## src/rtl/alu_muldiv_seq.sv

```systemverilog
// Iterative radix-2 multiply/divide unit (shift-add multiply, restoring divide)
// with a start/busy/valid handshake and fixed data_wl+2 cycle latency.
module alu_muldiv_seq #(
    parameter int unsigned          data_wl = 16,
    parameter int unsigned          op_wl   = 8,
    parameter logic [op_wl-1:0]     I_MUL   = 8'h02,
    parameter logic [op_wl-1:0]     I_SMUL  = 8'h22,
    parameter logic [op_wl-1:0]     I_MULH  = 8'h03,
    parameter logic [op_wl-1:0]     I_SMULH = 8'h23,
    parameter logic [op_wl-1:0]     I_DIV   = 8'h0F,
    parameter logic [op_wl-1:0]     I_SDIV  = 8'h2F,
    parameter logic [op_wl-1:0]     I_REM   = 8'h10,
    parameter logic [op_wl-1:0]     I_SREM  = 8'h30
) (
    input  logic               clk,
    input  logic               reset,
    input  logic               start,
    input  logic [op_wl-1:0]   op_in,
    input  logic [data_wl-1:0] a_in,
    input  logic [data_wl-1:0] b_in,
    input  logic               c_flag_in,
    output logic [data_wl-1:0] c_out,
    output logic               z_flag_out,
    output logic               s_flag_out,
    output logic               c_flag_out,
    output logic               ovr_flag_out,
    output logic               busy,
    output logic               valid_out,
    output logic               op_active
);

    localparam int unsigned W     = data_wl;
    localparam int unsigned CNT_W = $clog2(data_wl);

    typedef enum logic [1:0] {S_IDLE, S_RUN, S_FIX, S_DONE} state_t;

    state_t             state_q, state_d;
    logic [CNT_W-1:0]   cnt_q, cnt_d;
    logic [op_wl-1:0]   op_q, op_d;
    logic [W-1:0]       acc_q, acc_d;
    logic [W-1:0]       lo_q, lo_d;
    logic [W-1:0]       opnd_q, opnd_d;
    logic [W-1:0]       a_q, a_d;
    logic               neg_q, neg_d;
    logic               divz_q, divz_d;
    logic               sovf_q, sovf_d;
    logic [W-1:0]       c_q, c_d;
    logic               z_q, z_d, s_q, s_d, ovr_q, ovr_d;
    logic               busy_q, busy_d, valid_q, valid_d;

    logic               in_signed, in_mul, in_rem;
    logic [W-1:0]       a_mag, b_mag;
    logic               q_mul, q_hi, q_rem;
    logic [W:0]         mul_sum, div_shift, div_diff;
    logic [2*W-1:0]     prod, prod_s;
    logic [W-1:0]       quo, rem, res;

    assign op_active = (op_in == I_MUL)  || (op_in == I_SMUL) || (op_in == I_MULH) ||
                       (op_in == I_SMULH) || (op_in == I_DIV) || (op_in == I_SDIV) ||
                       (op_in == I_REM)  || (op_in == I_SREM);
    assign c_flag_out = c_flag_in;

    // Decode of the incoming request, used only on accept
    assign in_signed = (op_in == I_SMUL) || (op_in == I_SMULH) ||
                       (op_in == I_SDIV) || (op_in == I_SREM);
    assign in_mul    = (op_in == I_MUL) || (op_in == I_SMUL) ||
                       (op_in == I_MULH) || (op_in == I_SMULH);
    assign in_rem    = (op_in == I_REM) || (op_in == I_SREM);
    assign a_mag     = (in_signed && a_in[W-1]) ? -a_in : a_in;
    assign b_mag     = (in_signed && b_in[W-1]) ? -b_in : b_in;

    assign q_mul = (op_q == I_MUL) || (op_q == I_SMUL) || (op_q == I_MULH) || (op_q == I_SMULH);
    assign q_hi  = (op_q == I_MULH) || (op_q == I_SMULH);
    assign q_rem = (op_q == I_REM) || (op_q == I_SREM);

    // One iteration: multiply shifts {acc,lo} right, divide shifts {acc,lo} left
    assign mul_sum   = {1'b0, acc_q} + (lo_q[0] ? {1'b0, opnd_q} : '0);
    assign div_shift = {acc_q, lo_q[W-1]};
    assign div_diff  = div_shift - {1'b0, opnd_q};

    assign prod   = {acc_q, lo_q};
    assign prod_s = neg_q ? -prod : prod;
    assign quo    = neg_q ? -lo_q : lo_q;
    assign rem    = neg_q ? -acc_q : acc_q;

    always_comb begin
        state_d = state_q;
        cnt_d   = cnt_q;
        op_d    = op_q;
        acc_d   = acc_q;
        lo_d    = lo_q;
        opnd_d  = opnd_q;
        a_d     = a_q;
        neg_d   = neg_q;
        divz_d  = divz_q;
        sovf_d  = sovf_q;
        c_d     = c_q;
        z_d     = z_q;
        s_d     = s_q;
        ovr_d   = ovr_q;
        res     = '0;

        case (state_q)
            S_IDLE, S_DONE: begin
                state_d = S_IDLE;
                if (start && op_active) begin
                    state_d = S_RUN;
                    cnt_d   = '0;
                    op_d    = op_in;
                    a_d     = a_in;
                    acc_d   = '0;
                    lo_d    = in_mul ? b_mag : a_mag;
                    opnd_d  = in_mul ? a_mag : b_mag;
                    neg_d   = in_signed && (in_rem ? a_in[W-1] : (a_in[W-1] ^ b_in[W-1]));
                    divz_d  = (b_in == '0);
                    sovf_d  = ((op_in == I_SDIV) || (op_in == I_SREM)) &&
                              (a_in == {1'b1, {(W-1){1'b0}}}) && (b_in == '1);
                end
            end
            S_RUN: begin
                cnt_d = cnt_q + CNT_W'(1);
                if (q_mul) begin
                    acc_d = mul_sum[W:1];
                    lo_d  = {mul_sum[0], lo_q[W-1:1]};
                end else if (!div_diff[W]) begin
                    acc_d = div_diff[W-1:0];
                    lo_d  = {lo_q[W-2:0], 1'b1};
                end else begin
                    acc_d = div_shift[W-1:0];
                    lo_d  = {lo_q[W-2:0], 1'b0};
                end
                if (cnt_q == CNT_W'(data_wl - 1)) state_d = S_FIX;
            end
            S_FIX: begin
                if (q_mul) begin
                    res = q_hi ? prod_s[2*W-1:W] : prod_s[W-1:0];
                    if (op_q == I_MUL)
                        ovr_d = |prod_s[2*W-1:W];
                    else if (op_q == I_SMUL)
                        ovr_d = (prod_s[2*W-1:W] != {W{prod_s[W-1]}});
                    else
                        ovr_d = 1'b0;
                end else if (divz_q) begin
                    res   = q_rem ? a_q : '1;
                    ovr_d = 1'b1;
                end else begin
                    // most-negative / -1 already yields MIN and 0 from the magnitude path
                    res   = q_rem ? rem : quo;
                    ovr_d = sovf_q;
                end
                c_d     = res;
                z_d     = (res == '0);
                s_d     = res[W-1];
                state_d = S_DONE;
            end
            default: state_d = S_IDLE;
        endcase

        busy_d  = (state_d == S_RUN) || (state_d == S_FIX);
        valid_d = (state_d == S_DONE);
    end

    always_ff @(posedge clk) begin
        if (reset) begin
            state_q <= S_IDLE;
            cnt_q   <= '0;
            op_q    <= '0;
            acc_q   <= '0;
            lo_q    <= '0;
            opnd_q  <= '0;
            a_q     <= '0;
            neg_q   <= 1'b0;
            divz_q  <= 1'b0;
            sovf_q  <= 1'b0;
            c_q     <= '0;
            z_q     <= 1'b0;
            s_q     <= 1'b0;
            ovr_q   <= 1'b0;
            busy_q  <= 1'b0;
            valid_q <= 1'b0;
        end else begin
            state_q <= state_d;
            cnt_q   <= cnt_d;
            op_q    <= op_d;
            acc_q   <= acc_d;
            lo_q    <= lo_d;
            opnd_q  <= opnd_d;
            a_q     <= a_d;
            neg_q   <= neg_d;
            divz_q  <= divz_d;
            sovf_q  <= sovf_d;
            c_q     <= c_d;
            z_q     <= z_d;
            s_q     <= s_d;
            ovr_q   <= ovr_d;
            busy_q  <= busy_d;
            valid_q <= valid_d;
        end
    end

    assign c_out        = c_q;
    assign z_flag_out   = z_q;
    assign s_flag_out   = s_q;
    assign ovr_flag_out = ovr_q;
    assign busy         = busy_q;
    assign valid_out    = valid_q;

endmodule

```

## config.mk

```make
export PLATFORM = sky130hd
export DESIGN_NAME = alu_muldiv_seq
export DESIGN_NICKNAME = d
export VERILOG_FILES = /design/src/rtl/alu_muldiv_seq.sv
export SDC_FILE = /design/constraint.sdc
export NUM_CORES = 1
export LEC_CHECK = 0
export CAP_MARGIN = 20
export CORE_UTILIZATION = 39
export DETAILED_ROUTE_END_ITERATION = 6
export SLEW_MARGIN = 20
export SYNTH_ARGS = -nofsm -noshare
export SYNTH_HDL_FRONTEND = slang
export SYNTH_SLANG_ARGS = --single-unit
```

## constraint.sdc

```tcl
create_clock -name clk -period 3.49 [get_ports clk]
set_input_delay 0.5235 -clock clk [delete_from_list [all_inputs] [get_ports clk]]
set_output_delay 0.5235 -clock clk [all_outputs]
set_load 0.1 [all_outputs]
```

After elaboration in Yosys (flattened, before gate mapping)

Cells that the tools add are included.

Bits in registers: 102
Input port bits: 44
Word-level logic and storage cells: 114

$add $sub $neg: 8
Eq/ne operators: 25
Multiplexer cells: 32
Bitwise logic cells: 1
Reduce and logical (&&, ||, !) cells: 32

Operators with widths:

| operator                                                              | number |
|---|---|
| 16-bit 2-to-1 mux                                                     | 18 |
| 16-bit negator                                                        | 4 |
| 16-bit one-hot mux with 2 select lines                                | 2 |
| 8-bit by 6-bit equality test with 1-bit output, second input constant | 7 |
| 16-bit equality test, second input constant                           | 2 |
| 8-bit by 2-bit equality test with 1-bit output, second input constant | 4 |
| 16-bit zero test                                                      | 2 |
| 32-bit 2-to-1 mux                                                     | 1 |
| 32-bit negator                                                        | 1 |
| 1-bit logical OR                                                      | 18 |
| 16-bit by 16-bit adder with 17-bit output                             | 1 |
| 17-bit by 16-bit subtractor with 17-bit output                        | 1 |
| 8-bit by 5-bit equality test with 1-bit output, second input constant | 2 |
| 16-bit inequality test                                                | 1 |
| 16-bit OR reduction                                                   | 1 |
| 2-bit equality test, second input constant                            | 4 |
| 8-bit by 4-bit equality test with 1-bit output, second input constant | 1 |
| 4-bit one-hot mux with 2 select lines                                 | 1 |
| 1-bit 2-to-1 mux                                                      | 7 |
| 1-bit logical AND                                                     | 6 |
| 2-bit one-hot mux with 3 select lines                                 | 1 |
| 4-bit by 1-bit adder with 4-bit output, second input constant         | 1 |
| 2-bit by 1-bit equality test with 1-bit output, second input constant | 2 |
| 4-bit equality test, second input constant                            | 1 |
| 8 further kinds                                                       | 9 |

Logic depth before layout (Yosys ltp)

Gate-level depths: netlist of the first run.

Word-level depth: 13
Depth in mapped cells: 13
Gate-level depth less buffers: 12

Worst setup path before layout of the first run

OpenSTA, ideal clock, no wires.

Path kind: register -> register
From: register lo_q[0]
To: register z_q, in the netlist z_flag_out
Setup time: 87 ps
Arrival time: 3,203 ps
Required time: 3,403 ps
Path slack: 200 ps
Cell stages (with the launch flop): 12
Buffers on the path: 1
Clock period less this slack: 3,290 ps
Path through: dfxtp_1 -> clkinv_1 -> buf_1 -> ha_1 -> or3b_2 -> o41ai_2 -> nand2_1 -> xor2_1 -> o221ai_1 -> and4_1 -> or4b_1 -> o31ai_1

Word-level cells in the longest chain between the ends: 7

Ends and longest elaborated chain:

| item                   | line | RTL |
|---|---|---|
| from (decl)            | 41   | `logic [W-1:0] lo_q, lo_d;` |
| from (signal assigned) | 186  | `lo_q <= lo_d;` |
| 16-bit negator         | 83   | `assign quo = neg_q ? -lo_q : lo_q;` |
| 16-bit 2-to-1 mux      | 83   |  |
| 16-bit 2-to-1 mux      | 148  | `res = q_rem ? rem : quo;` |
| 16-bit 2-to-1 mux      | 143  | `end else if (divz_q) begin` |
| 16-bit 2-to-1 mux (*)  | 135  | `if (q_mul) begin` |
| 16-bit 2-to-1 mux (*)  | 103  | `case (state_q)` |
| 16-bit zero test (*)   | 152  | `z_d = (res == '0);` |
| to (signal assigned)   | 193  | `z_q <= z_d;` |
| to (decl)              | 48   | `logic z_q, z_d, s_q, s_d, ovr_q, ovr_d;` |

Every way passes the cells marked *; elsewhere a longest branch is shown, timed or not. The select of a mux whose other input is x is not followed.
A chain may end at the register's enable or synchronous reset.

Worst setup path in the final report of the first run

Same ends and word-level chain as after synthesis.

==> results.ini, run 1 <==
[worst_setup_path]
path_class = reg -> reg
end_kind = register
crit-reg2reg-launch = lo_q[0]$_SDFFE_PP0P_
path_cells = or4_1, or2_0, buf_4, o41ai_4, xor2_1, mux2i_1, a21o_1, or4b_1, o31ai_1
critical_path.max_stage_delay_ps = 550
startpoint_type = register
worstReg2RegEnd = z_flag_out$_SDFFE_PP0N_
r2r_slack_ps = 220
worst_ep_arrival_time_ps = 3540
worstPathMaxFanout = 8
worst-r2r-cell-count = 9
timing.critical_path.required_ps = 3760
cpMaxStageDelayCell = sky130_fd_sc_hd__or4_1

[worst_hold_path]
timing.hold.worst.start = opnd_q[7]$_SDFFE_PP0P_
hold_path_class = reg -> reg
whs_endpoint = opnd_q[7]$_SDFFE_PP0P_
worst_hold_path.num_cells = 2

[cts]
worstSkewPairLatency_ps = 370
cts_root_buffer = sky130_fd_sc_hd__clkbuf_16
cts_buffer_depth = 2
post_cts.repair.setup_buffers = 0
tritoncts = built
clkSlewWorstSetupHoldPaths_ps = 70
tritoncts.num_buffers = 9
cts.sink_count = 101
cts_max_level = 3

[timing]
setup_tns_ps = 0
rsz0062_at_grt = false
max_slew.worst_pin.slew_ps = 1040
report.final.slew_viol_count = 0
slew_headroom_pct = 30.8
finalWorstPathRequiredPeriod_ps = 3270
final_hold_violating_endpoints = 0
min_period_over_period_pct = 93.6
final-setup-viol-count = 0
clock.fmax_mhz = 306
timing.clock.skew_ps = 13.3

[yosys]
synth-warning-count = 0
synth_enable_flop_cells = 0
synth.lib_cells_used.distinct = 73
syn_nets = 1327
synth_sequential_area_ratio_pct = 22.8
syn-instance-count = 1240
syn-cell-area_mm2 = 0.00888
yosys_register_bits = 101
async_flop_share_pct = 0
syn-mean-instance-area_um2 = 7.16
synth_flop_cell = sky130_fd_sc_hd__dfxtp_1

[layout]
finish.instance_area_mm2 = 0.0104
highest_count_cells_in_the_layout_ignoring_fill_and_taps = 189 x sky130_fd_sc_hd__nand2_1, 112 x sky130_fd_sc_hd__nor2_1, 107 x sky130_fd_sc_hd__a21oi_1, 101 x sky130_fd_sc_hd__dfxtp_1
fin_util_pct = 46.9
final_layout_size_suffix_gt1_share_pct = 9.15
layout_commonest_cell = sky130_fd_sc_hd__nand2_1
fillCellCount = 2292
antenna_diode_count = 0
fin_nets = 1371
layout-area-overhead-vs-synth_pct = 16.5

[place]
final_gp_congestion = 0.987
placement.cell_area_mm2 = 0.0100
port_buffers = 64
hpwl_um = 24600

[floorplan]
die_area_mm2 = 0.0234
row_count = 54
num_io_pins = 67
die_height_um = 153
die_width_um = 153
core_area_mm2 = 0.0221
initial_core_util_pct = 40.2

[grt]
grt_pass1_vias = 8621
grt_antenna_before_repair = 0
grt-ovfl-total = 0
global_route.usage.total_pct = 26.8
grt_first_pass_wirelength_um = 49100
grt_max_degree = 57

[pwr]
vdd_drop_max_mv = 0.202
powerDensity_mw_per_mm2 = 254
p_leak_nw = 3.93

[routing]
vias = 9374
drt_wl_total_um = 31800
viasPerCell = 5.97
drt-initial-drc-count = 880
ant_nets = 0
route.detailed.wl_per_inst_um = 20.2
post-route-drc-count = 0
firstDrtPassIters = 5

[flow_run]
cap_viol_max_count = 0

[outcome]
outcome = completed

-- worst max path at each step --
stage	start	end	slack, ps	depth (start not counted)
after CTS	lo_q[15]$_SDFFE_PP0P_	lo_q[0]$_SDFFE_PP0P_	80	12
after global routing	lo_q[7]$_SDFFE_PP0P_	z_flag_out$_SDFFE_PP0N_	3	8
after detailed placement	lo_q[15]$_SDFFE_PP0P_	lo_q[0]$_SDFFE_PP0P_	110	12
final	lo_q[0]$_SDFFE_PP0P_	z_flag_out$_SDFFE_PP0N_	220	9
after global placement	lo_q[1]$_SDFFE_PP0P_	z_flag_out$_SDFFE_PP0N_	180	10
after floorplan	lo_q[0]$_SDFFE_PP0P_	z_flag_out$_SDFFE_PP0N_	200	11
-- flip-flops by register name, summed over array words and instances, names as in the netlist --
register	flops
acc_q	16
lo_q	16
valid_out	1
z_flag_out	1
ovr_flag_out	1
divz_q	1
op_q	8
busy	1
opnd_q	16
cnt_q	4
a_q	16
state_q	2
sovf_q	1
c_out	16
neg_q	1
-- kinds of logic (layout without fill, tap and decap cells) --
logic type / Yosys count / count (layout) / synth area share [%]
buf+inv: 146 / 195 / 6.58
simple gates: 482 / 482 / 25.8
mux: 22 / 22 / 2.66
xor+xnor: 94 / 94 / 9.27
compound gates: 352 / 352 / 26.7
flops: 101 / 101 / 22.8
fa+ha+maj: 43 / 43 / 6.23
-- cell usage after synthesis, types with 9 or more instances --
master | instances | area, um^2
sky130_fd_sc_hd__a211oi_1 | 35 | 263
sky130_fd_sc_hd__a21o_1 | 9 | 67.6
sky130_fd_sc_hd__a21oi_1 | 107 | 536
sky130_fd_sc_hd__a31oi_1 | 34 | 213
sky130_fd_sc_hd__clkbuf_1 | 76 | 285
sky130_fd_sc_hd__dfxtp_1 | 101 | 2020
sky130_fd_sc_hd__ha_1 | 41 | 513
sky130_fd_sc_hd__inv_1 | 50 | 188
sky130_fd_sc_hd__mux2i_1 | 18 | 180
sky130_fd_sc_hd__nand2_1 | 189 | 709
sky130_fd_sc_hd__nand2b_1 | 11 | 68.8
sky130_fd_sc_hd__nand3_1 | 24 | 120
sky130_fd_sc_hd__nand4_1 | 11 | 68.8
sky130_fd_sc_hd__nor2_1 | 114 | 428
sky130_fd_sc_hd__nor2b_1 | 10 | 62.6
sky130_fd_sc_hd__nor3_1 | 29 | 145
sky130_fd_sc_hd__nor3b_1 | 9 | 67.6
sky130_fd_sc_hd__nor4_1 | 15 | 93.8
sky130_fd_sc_hd__o2111ai_1 | 9 | 78.8
sky130_fd_sc_hd__o211ai_1 | 14 | 105
sky130_fd_sc_hd__o21a_1 | 11 | 82.6
sky130_fd_sc_hd__o21ai_0 | 46 | 230
sky130_fd_sc_hd__o221ai_1 | 9 | 78.8
sky130_fd_sc_hd__o31ai_1 | 14 | 105
sky130_fd_sc_hd__or3_1 | 12 | 75.1
sky130_fd_sc_hd__or4_1 | 11 | 82.6
sky130_fd_sc_hd__xnor2_1 | 59 | 517
sky130_fd_sc_hd__xor2_1 | 35 | 307
-- metal layers --
layer | track usage, % | vias to the layer above | share of wire (%)
met2 | 42.0 | 379 | 44
met1 | 37.3 | 4380 | 46
li1 | - | 4555 | -
met4 | 9.72 | 0 | 3.1
met3 | 3.74 | 60 | 6.7
met5 | 0 | - | 0
-- through the flow --
step | cells | total power (W) | hold slack (ps) | setup slack (ps)
2_1_floorplan | 1240 | 0.00140 | 431 | 200
3_3_place_gp | 1553 | 0.00155 | 441 | 179
3_5_place_dp | 1553 | 0.00155 | 445 | 113
4_1_cts | 1569 | 0.00263 | 455 | 81.5
5_1_grt | 1569 | 0.00271 | 468 | 3.49
6_report | 1569 | 0.00262 | 451 | 224
-- critical path: cells and delay by family, from the launching register on --
kind                   cells  cell delay (ps)
AND/OR/NAND/NOR            3             1380
AO/OA/AOI/OAI              3              730
flip-flops                 1              370
XOR/XNOR                   1              320
buffers and inverters      1              230
multiplexers               1              150
-- area by class of cell --
class                           instances  area [um^2]  area share, %
Inverter                               52          195           1.89
Multi-Input combinational cell        993         6340           61.2
Clock inverter                          7         88.8          0.858
Clock buffer                            9          225           2.18
Sequential cell                       101         2020           19.5
Tap cell                              280          350           3.38
Timing Repair Buffer                  127         1130           10.9
-- repair_timing --
item                       CTS  global route
hold buffers                 0             0
setup endpoints to repair    0             3
gates resized for setup      0             3
-- power breakdown --
group	internal, W	switching (W)
clock	0.000576	0.000520
combinational	0.000150	0.000214
sequential	0.00116	0.00000668
No activity file was read; power rests on OpenSTA's default activity.
==> inputs of run 2 (changes only) <==
REMOVE_ABC_BUFFERS = 1   (was unset)
clock period = 4 ns   (was 3.49 ns; I/O delays follow)
==> results.ini, run 2 (same netlist as run 1, synthesis figures left out) <==
[cts]
cts-hold-fix-buffers = 0
clkSlewWorstSetupHoldPaths_ps = 80
post_cts_gate_resize_count = 0
post_cts.repair.setup_buffers = 0
worstSkewPairLatency_ps = 370
tritoncts.num_buffers = 9
cts.sink_count = 101
cts_buffer_depth = 2
cts_root_buffer = sky130_fd_sc_hd__clkbuf_16
tritoncts = built
cts_max_level = 3

[timing]
final-setup-viol-count = 0
final_hold_violating_endpoints = 0
finalWorstPathRequiredPeriod_ps = 3500
setup_tns_ps = 0
max_slew.worst_pin.slew_ps = 1020
report.final.slew_viol_count = 0
slew_headroom_pct = 31.9
clock.fmax_mhz = 285
rsz0062_at_grt = false
min_period_over_period_pct = 87.6
timing.clock.skew_ps = 11.9

[grt]
grt-ovfl-total = 0
grt_pass1_vias = 8379
grt_antenna_before_repair = 0
grt_first_pass_wirelength_um = 47600
grt_max_degree = 92
global_route.usage.total_pct = 26.2

[routing]
viasPerCell = 6.04
route.detailed.wl_per_inst_um = 20.1
vias = 9295
post-route-drc-count = 0
drt_wl_total_um = 30900
ant_nets = 0
firstDrtPassIters = 5
drt-initial-drc-count = 903

[layout]
antenna_diode_count = 0
multi_input_area_mm2 = 0.00632
highest_count_cells_in_the_layout_ignoring_fill_and_taps = 189 x sky130_fd_sc_hd__nand2_1, 113 x sky130_fd_sc_hd__nor2_1, 107 x sky130_fd_sc_hd__a21oi_1, 101 x sky130_fd_sc_hd__dfxtp_1, 62 x sky130_fd_sc_hd__clkdlybuf4s50_1
finish.instance_area_mm2 = 0.0101
layout_commonest_cell = sky130_fd_sc_hd__nand2_1
layout-area-overhead-vs-synth_pct = 13.8
register_area_mm2 = 0.00202
final_layout_size_suffix_gt1_share_pct = 6.75
fillCellCount = 2292
fin_nets = 1342

[worst_setup_path]
crit-reg2reg-launch = acc_q[1]$_SDFFE_PP0P_
worstReg2RegEnd = z_flag_out$_SDFFE_PP0N_
worst_ep_arrival_time_ps = 3790
worst-r2r-cell-count = 10
end_kind = register
critical_path.startpoint = acc_q[1]$_SDFFE_PP0P_
startpoint_type = register
timing.critical_path.required_ps = 4290
worstPathMaxFanout = 11
r2r_slack_ps = 500
critPathCapture = z_flag_out$_SDFFE_PP0N_
path_class = reg -> reg

[pwr]
vdd_drop_max_mv = 0.198
p_leak_nw = 3.78
powerDensity_mw_per_mm2 = 223
post-layout-total-power_w = 0.00225

[worst_hold_path]
hold_path_class = reg -> reg

[place]
port_buffers = 64
final_gp_congestion = 0.988
placement.cell_area_mm2 = 0.00979
hpwl_um = 23300

[floorplan]
initial_core_util_pct = 40.2
die_height_um = 153
core_area_mm2 = 0.0221
die_area_mm2 = 0.0234
num_io_pins = 67
die_width_um = 153
row_count = 54

[flow_run]
cap_viol_max_count = 0

[outcome]
outcome = completed

run 2: worst min-delay path by stage:
stage	start	cells past startpoint	end
after floorplan	a_q[10]$_SDFFE_PP0P_	2	a_q[10]$_SDFFE_PP0P_
after global placement	opnd_q[11]$_SDFFE_PP0P_	2	opnd_q[11]$_SDFFE_PP0P_
after detailed placement	opnd_q[10]$_SDFFE_PP0P_	2	opnd_q[10]$_SDFFE_PP0P_
after CTS	opnd_q[10]$_SDFFE_PP0P_	2	opnd_q[10]$_SDFFE_PP0P_
after global routing	opnd_q[10]$_SDFFE_PP0P_	2	opnd_q[10]$_SDFFE_PP0P_
final	opnd_q[10]$_SDFFE_PP0P_	2	opnd_q[10]$_SDFFE_PP0P_
run 2: power by group:
part           internal [W]  switching, W  leakage, nW
registers           0.00101    0.00000661        0.814
logic              0.000126      0.000184         2.82
clock network      0.000449      0.000473        0.151
run 2: worst max-delay path, stage by stage, from the launching register on:
cell                       delay (ps)
sky130_fd_sc_hd__dfxtp_1          430
sky130_fd_sc_hd__inv_1            210
sky130_fd_sc_hd__ha_1             240
sky130_fd_sc_hd__or3b_2           570
sky130_fd_sc_hd__o41ai_1          390
sky130_fd_sc_hd__nand2_1          120
sky130_fd_sc_hd__xor2_1           200
sky130_fd_sc_hd__o221ai_1         340
sky130_fd_sc_hd__and4_1           260
sky130_fd_sc_hd__or4b_1           440
sky130_fd_sc_hd__o31ai_1          230
run 2: cell type report:
class	count	share of cell area (%)
Tap cell	280	3.47
Clock buffer	9	2.23
Clock inverter	7	0.854
Inverter	52	1.93
Timing Repair Buffer	98	9.03
Sequential cell	101	20.0
Multi-Input combinational cell	993	62.5
run 2: through the flow:
stage / util (%) / hold WS, ps / instances / worst slack (ps)
6_report: 45.8 / 453 / 1540 / 497
5_1_grt: 45.8 / 474 / 1540 / 257
4_1_cts: 45.7 / 455 / 1539 / 547
3_5_place_dp: 44.3 / 444 / 1523 / 555
3_3_place_gp: 44.3 / 440 / 1523 / 625
2_1_floorplan: - / 425 / 1146 / -1100
run 2: metal layers:
layer,track usage [%],share of wire (%)
met1,36.7,46
met4,8.51,2.5
met5,0,0
met3,4.34,7.1
met2,40.7,45
